$ cat config.mk
export PLATFORM = sky130hd
export DESIGN_NAME = mem_port_arbiter
export DESIGN_NICKNAME = d
export VERILOG_FILES = /design/src/rtl/mem_port_arbiter_pkg.sv /design/src/rtl/mem_port_arbiter.sv
export SDC_FILE = /design/constraint.sdc
export NUM_CORES = 1
export LEC_CHECK = 0
export ABC_CLOCK_PERIOD_IN_PS = 3050
export BUFFER_PORTS_ARGS = -buffer_cell sky130_fd_sc_hd__buf_2
export CAP_MARGIN = 25
export CORE_AREA = 2 2 104 106
export CTS_CLUSTER_DIAMETER = 40
export DETAILED_ROUTE_END_ITERATION = 8
export DIE_AREA = 0 0 106 108
export PLACE_DENSITY = 0.88
export SYNTH_ARGS = -nofsm -noshare
export SYNTH_HDL_FRONTEND = slang
export SYNTH_SLANG_ARGS = --single-unit
$ cat constraint.sdc
create_clock -name clk -period 3.05 [get_ports clk]
set_clock_uncertainty 0.05 [all_clocks]
set_input_delay 0.4575 -clock clk [delete_from_list [all_inputs] [get_ports clk]]
set_output_delay 0.4575 -clock clk [all_outputs]
set_load 0.02 [all_outputs]
$ cat src/rtl/mem_port_arbiter_pkg.sv
// Shared CPU-side types for the memory port arbiter: FSM states, grant
// encoding and the default datapath width.
package mem_port_arbiter_pkg;

    // Datapath width used across the CPU (data and byte addresses).
    localparam int DATA_WIDTH = 32;

    typedef enum logic [1:0] {
        IDLE  = 2'd0,
        ISSUE = 2'd1,
        RESP  = 2'd2
    } arb_state_t;

    typedef enum logic {
        GNT_I = 1'b0,
        GNT_D = 1'b1
    } grant_t;

endpackage

$ cat src/rtl/mem_port_arbiter.sv
// Shares the single-port block RAM between the instruction-fetch miss port
// and the data-side miss/uncached port. One outstanding request per side,
// round-robin on ties, MEM_LAT-cycle access, then a one-cycle ack.
module mem_port_arbiter
    import mem_port_arbiter_pkg::*;
#(
    parameter int DATA_W  = DATA_WIDTH,
    parameter int MEM_LAT = 1
) (
    input  logic              clk,
    input  logic              rst,
    input  logic              i_req,
    input  logic [DATA_W-1:0] i_addr,
    output logic [DATA_W-1:0] i_rdata,
    output logic              i_ack,
    input  logic              d_req,
    input  logic              d_we,
    input  logic [DATA_W-1:0] d_addr,
    input  logic [DATA_W-1:0] d_wdata,
    output logic [DATA_W-1:0] d_rdata,
    output logic              d_ack,
    output logic [DATA_W-1:0] mem_addr,
    output logic [DATA_W-1:0] mem_write_data,
    output logic              mem_web,
    input  logic [DATA_W-1:0] mem_data
);

    localparam int CW = $clog2(MEM_LAT + 1);
    // Counter value of the final ISSUE cycle; the counter stops here.
    localparam logic [CW-1:0] CNT_LAST = CW'(MEM_LAT - 1);

    arb_state_t        state_q, state_d;
    grant_t            gnt_q, gnt_d;
    grant_t            last_q, last_d;
    grant_t            pick;
    logic [DATA_W-1:0] addr_q, addr_d;
    logic [DATA_W-1:0] wdata_q, wdata_d;
    logic              we_q, we_d;
    logic [CW-1:0]     cnt_q, cnt_d;
    logic [DATA_W-1:0] rdata_q, rdata_d;
    logic              issue, resp;

    // Next-state logic: round-robin pick in IDLE, latency count in ISSUE,
    // single ack cycle in RESP.
    always_comb begin
        state_d = state_q;
        gnt_d   = gnt_q;
        last_d  = last_q;
        addr_d  = addr_q;
        wdata_d = wdata_q;
        we_d    = we_q;
        cnt_d   = cnt_q;
        rdata_d = rdata_q;

        // Data wins when alone, or on a tie when fetch was granted last.
        if (d_req && (!i_req || last_q == GNT_I)) pick = GNT_D;
        else                                      pick = GNT_I;

        case (state_q)
            IDLE: begin
                if (i_req || d_req) begin
                    gnt_d  = pick;
                    last_d = pick;
                    if (pick == GNT_D) begin
                        addr_d  = d_addr;
                        wdata_d = d_wdata;
                        we_d    = d_we;
                    end else begin
                        addr_d  = i_addr;
                        wdata_d = '0;
                        we_d    = 1'b0;
                    end
                    cnt_d   = '0;
                    state_d = ISSUE;
                end
            end
            ISSUE: begin
                if (cnt_q == CNT_LAST) begin
                    // Read data is valid at the end of the last access cycle.
                    if (!we_q) rdata_d = mem_data;
                    state_d = RESP;
                end else begin
                    cnt_d = cnt_q + CW'(1);
                end
            end
            RESP:    state_d = IDLE;
            default: state_d = IDLE;
        endcase
    end

    // State registers; reset leaves fetch as last grant so data wins the first tie.
    always_ff @(posedge clk) begin
        if (rst) begin
            state_q <= IDLE;
            gnt_q   <= GNT_I;
            last_q  <= GNT_I;
            addr_q  <= '0;
            wdata_q <= '0;
            we_q    <= 1'b0;
            cnt_q   <= '0;
            rdata_q <= '0;
        end else begin
            state_q <= state_d;
            gnt_q   <= gnt_d;
            last_q  <= last_d;
            addr_q  <= addr_d;
            wdata_q <= wdata_d;
            we_q    <= we_d;
            cnt_q   <= cnt_d;
            rdata_q <= rdata_d;
        end
    end

    assign issue = (state_q == ISSUE);
    assign resp  = (state_q == RESP);

    // Memory bus is quiet outside ISSUE; the write strobe fires once, on the
    // first access cycle only.
    assign mem_addr       = issue ? addr_q  : '0;
    assign mem_write_data = issue ? wdata_q : '0;
    assign mem_web        = issue && we_q && (cnt_q == '0);

    assign i_ack   = resp && (gnt_q == GNT_I);
    assign d_ack   = resp && (gnt_q == GNT_D);
    assign i_rdata = i_ack ? rdata_q : '0;
    assign d_rdata = d_ack ? rdata_q : '0;

endmodule

==> flow_summary.ini <==
[synthesis]
syn_inst = 635
ys_warn_count = 0
synth_seq_cells = 100
synth_area_per_cell_um2 = 7.65
ys_seq_area_frac = 0.412
synth_nets = 768
ys_types = 23
synth_area_um2 = 4860

[grt]
grt_pass1_wl_um = 22100
grt_pass1_vias = 4499
grt-ovfl-total = 0
grt_max_degree = 65
grt_use_total = 0.240
antenna_found_initial = 1

[place]
port_buffers = 263
dp_hpwl_um = 10100
dp.cells = 984
routabilityCongestion = 0.825
place_ws_ns = 0.730
placed_cell_area_um2 = 6210

[finish]
fin_nets = 992
finish.utilization = 0.627
drive_gt1_frac = 0.350
stdcell_area_um2 = 6410
fillers = 896
area_growth_syn_to_layout_pct = 32.0
final_cells = 1001
final_cell_mix = 262 x buf_2, 129 x and2_1, 129 x nand2_1, 100 x dfxtp_1, 98 x a21oi_1
mostFrequentLayoutCell = buf_2

[route]
via_count = 5258
drc_errors = 0
final_antenna_net_count = 0
drt_iter0_drc = 287
routedWlPerCell_um = 14.3
viasPerCell = 5.25
totalWireLength_um = 14400
first_pass_iters = 5

[floorplanning]
dieWidth_um = 106
ios = 264
core_um2 = 10200
die_h_um = 108
dieArea_um2 = 11400
initial_core_util = 0.475
num_rows = 37

[cts]
clkTransAtPathRegs_ns = 0.10
cts_resized = 0
cts_tree = yes
cts-htree-levels = 3
cts.sinks = 100
clockBufferDepth = 2
cts_root_buf = clkbuf_8
postCtsSetupBuffers = 0
insertion_delay_ns = 0.36
ctsHoldBuffers = 0
numCtsBuffers = 9

[power_and_ir_drop]
p_switching_mw = 0.893
p_leak_nw = 3.11
total_power_mw = 2.93
p_comb_frac = 0.197
powerDensity_nw_per_um2 = 456
power_frac_clock = 0.300
seqPwrFrac = 0.503
p_int_mw = 2.03
max-vdd-ir-drop_mv = 0.259
p_sw_frac = 0.305

[critical_path]
startpoint_type = register
critPathMaxStageDelay_ns = 0.82
critical_path_arrival_ns = 2.15
cp_cell_sequence = and3b_1 > and2_1 > buf_2
end_kind = output pin
path_max_fanout = 33
crit_required_ns = 2.54
crit_type = register to output pin
cp_slowest_cell = and3b_1

[timing]
finalSetupTns_ns = 0
hold_ws_ns = 0.271
drv_slew = 0
period_needed_ns = 2.66
fin_crit_sh = 0.872
worstMarginPinSlew_ns = 0.896
finalHoldViolCount = 0
fmax_mhz = 376
setup_viol = 0
max_slew_margin = 0.403
fin_ws_ns = 0.389
rsz0062_at_grt = no

[job]
cap_violations = 0

[hold_path]
hold_class = primary input to register

[status]
status = finished, final reports clean
flip-flops by register name, summed over array words and instances, names as in the netlist:
signal and cells:
we_q 1, addr_q 32, state_q 2, rdata_q 32, last_q 1, wdata_q 32
kinds of logic after synthesis:
family / after synthesis / synth area share
and+or+nand+nor: 304 / 0.327
AOI/OAI and AO/OA: 166 / 0.199
DFF: 100 / 0.412
buffers and inverters: 65 / 0.0613
Yosys cell counts:
cell type / count / share of area
o21ai_0: 31 / 0.032
nor2b_1: 2 / 0.0026
nor3_1: 1 / 0.0010
nor3b_2: 2 / 0.0051
nand2_1: 129 / 0.10
or3b_1: 1 / 0.0018
and2_1: 129 / 0.17
a311oi_1: 32 / 0.058
dfxtp_1: 100 / 0.41
nand4_1: 33 / 0.042
or2_1: 2 / 0.0026
nand3_1: 1 / 0.0010
buf_2: 19 / 0.020
o21ai_1: 3 / 0.0031
a21bo_2: 1 / 0.0021
buf_1: 1 / 0.00077
clkbuf_1: 37 / 0.029
nor2_1: 1 / 0.00077
a21oi_1: 98 / 0.10
and3b_1: 1 / 0.0018
buf_4: 8 / 0.012
nor2_2: 2 / 0.0026
a21boi_4: 1 / 0.0039
worst max-delay path, delay by kind of cell (launching register included):
family                 cells  cell delay (ns)
flip-flops                 1             0.55
AND/OR/NAND/NOR            2             1.07
buffers and inverters      1             0.17
path summary, 6_finish.rpt:
| kind | endpoint | start | cells past startpoint | slack, ns |
|---|---|---|---|---|
| setup / recovery | d_rdata[11] | state_q[1] | 3 | 0.39 |
| hold / removal | rdata_q[28] | mem_data[28] | 3 | 0.27 |
| setup reg to reg | wdata_q[6] | state_q[1] | 4 | 1.36 |
| hold reg to reg | rdata_q[25] | rdata_q[25] | 2 | 0.42 |
power by group through the flow:
stage                     logic (mW)  registers [mW]  clock network [mW]
final                          0.576            1.47               0.877
after global routing           0.635            1.49               0.946
after CTS                      0.577            1.47               0.897
after detailed placement       0.575            1.50                   0
after global placement         0.560            1.50                   0
after floorplan                0.386            1.48                   0
layout make-up:
| type | instances | area [um^2] | area share |
|---|---|---|---|
| well taps | 136 | 170 | 0.0265 |
| clock inverters | 7 | 82.6 | 0.0129 |
| repair buffers | 278 | 1450 | 0.226 |
| diodes | 1 | 2.50 | 0.000390 |
| multi-input cells | 470 | 2580 | 0.403 |
| flip-flops and latches | 100 | 2000 | 0.312 |
| clock buffers | 9 | 124 | 0.0193 |
metal layers:
metal | up-vias | track usage | part of all wire
met5 | - | 0 | 0
met2 | 253 | 0.410 | 0.48
met1 | 2369 | 0.292 | 0.41
met4 | 0 | 0.0959 | 0.021
li1 | 2611 | - | -
met3 | 25 | 0.0603 | 0.085
Power figures use the tool's default switching activity.
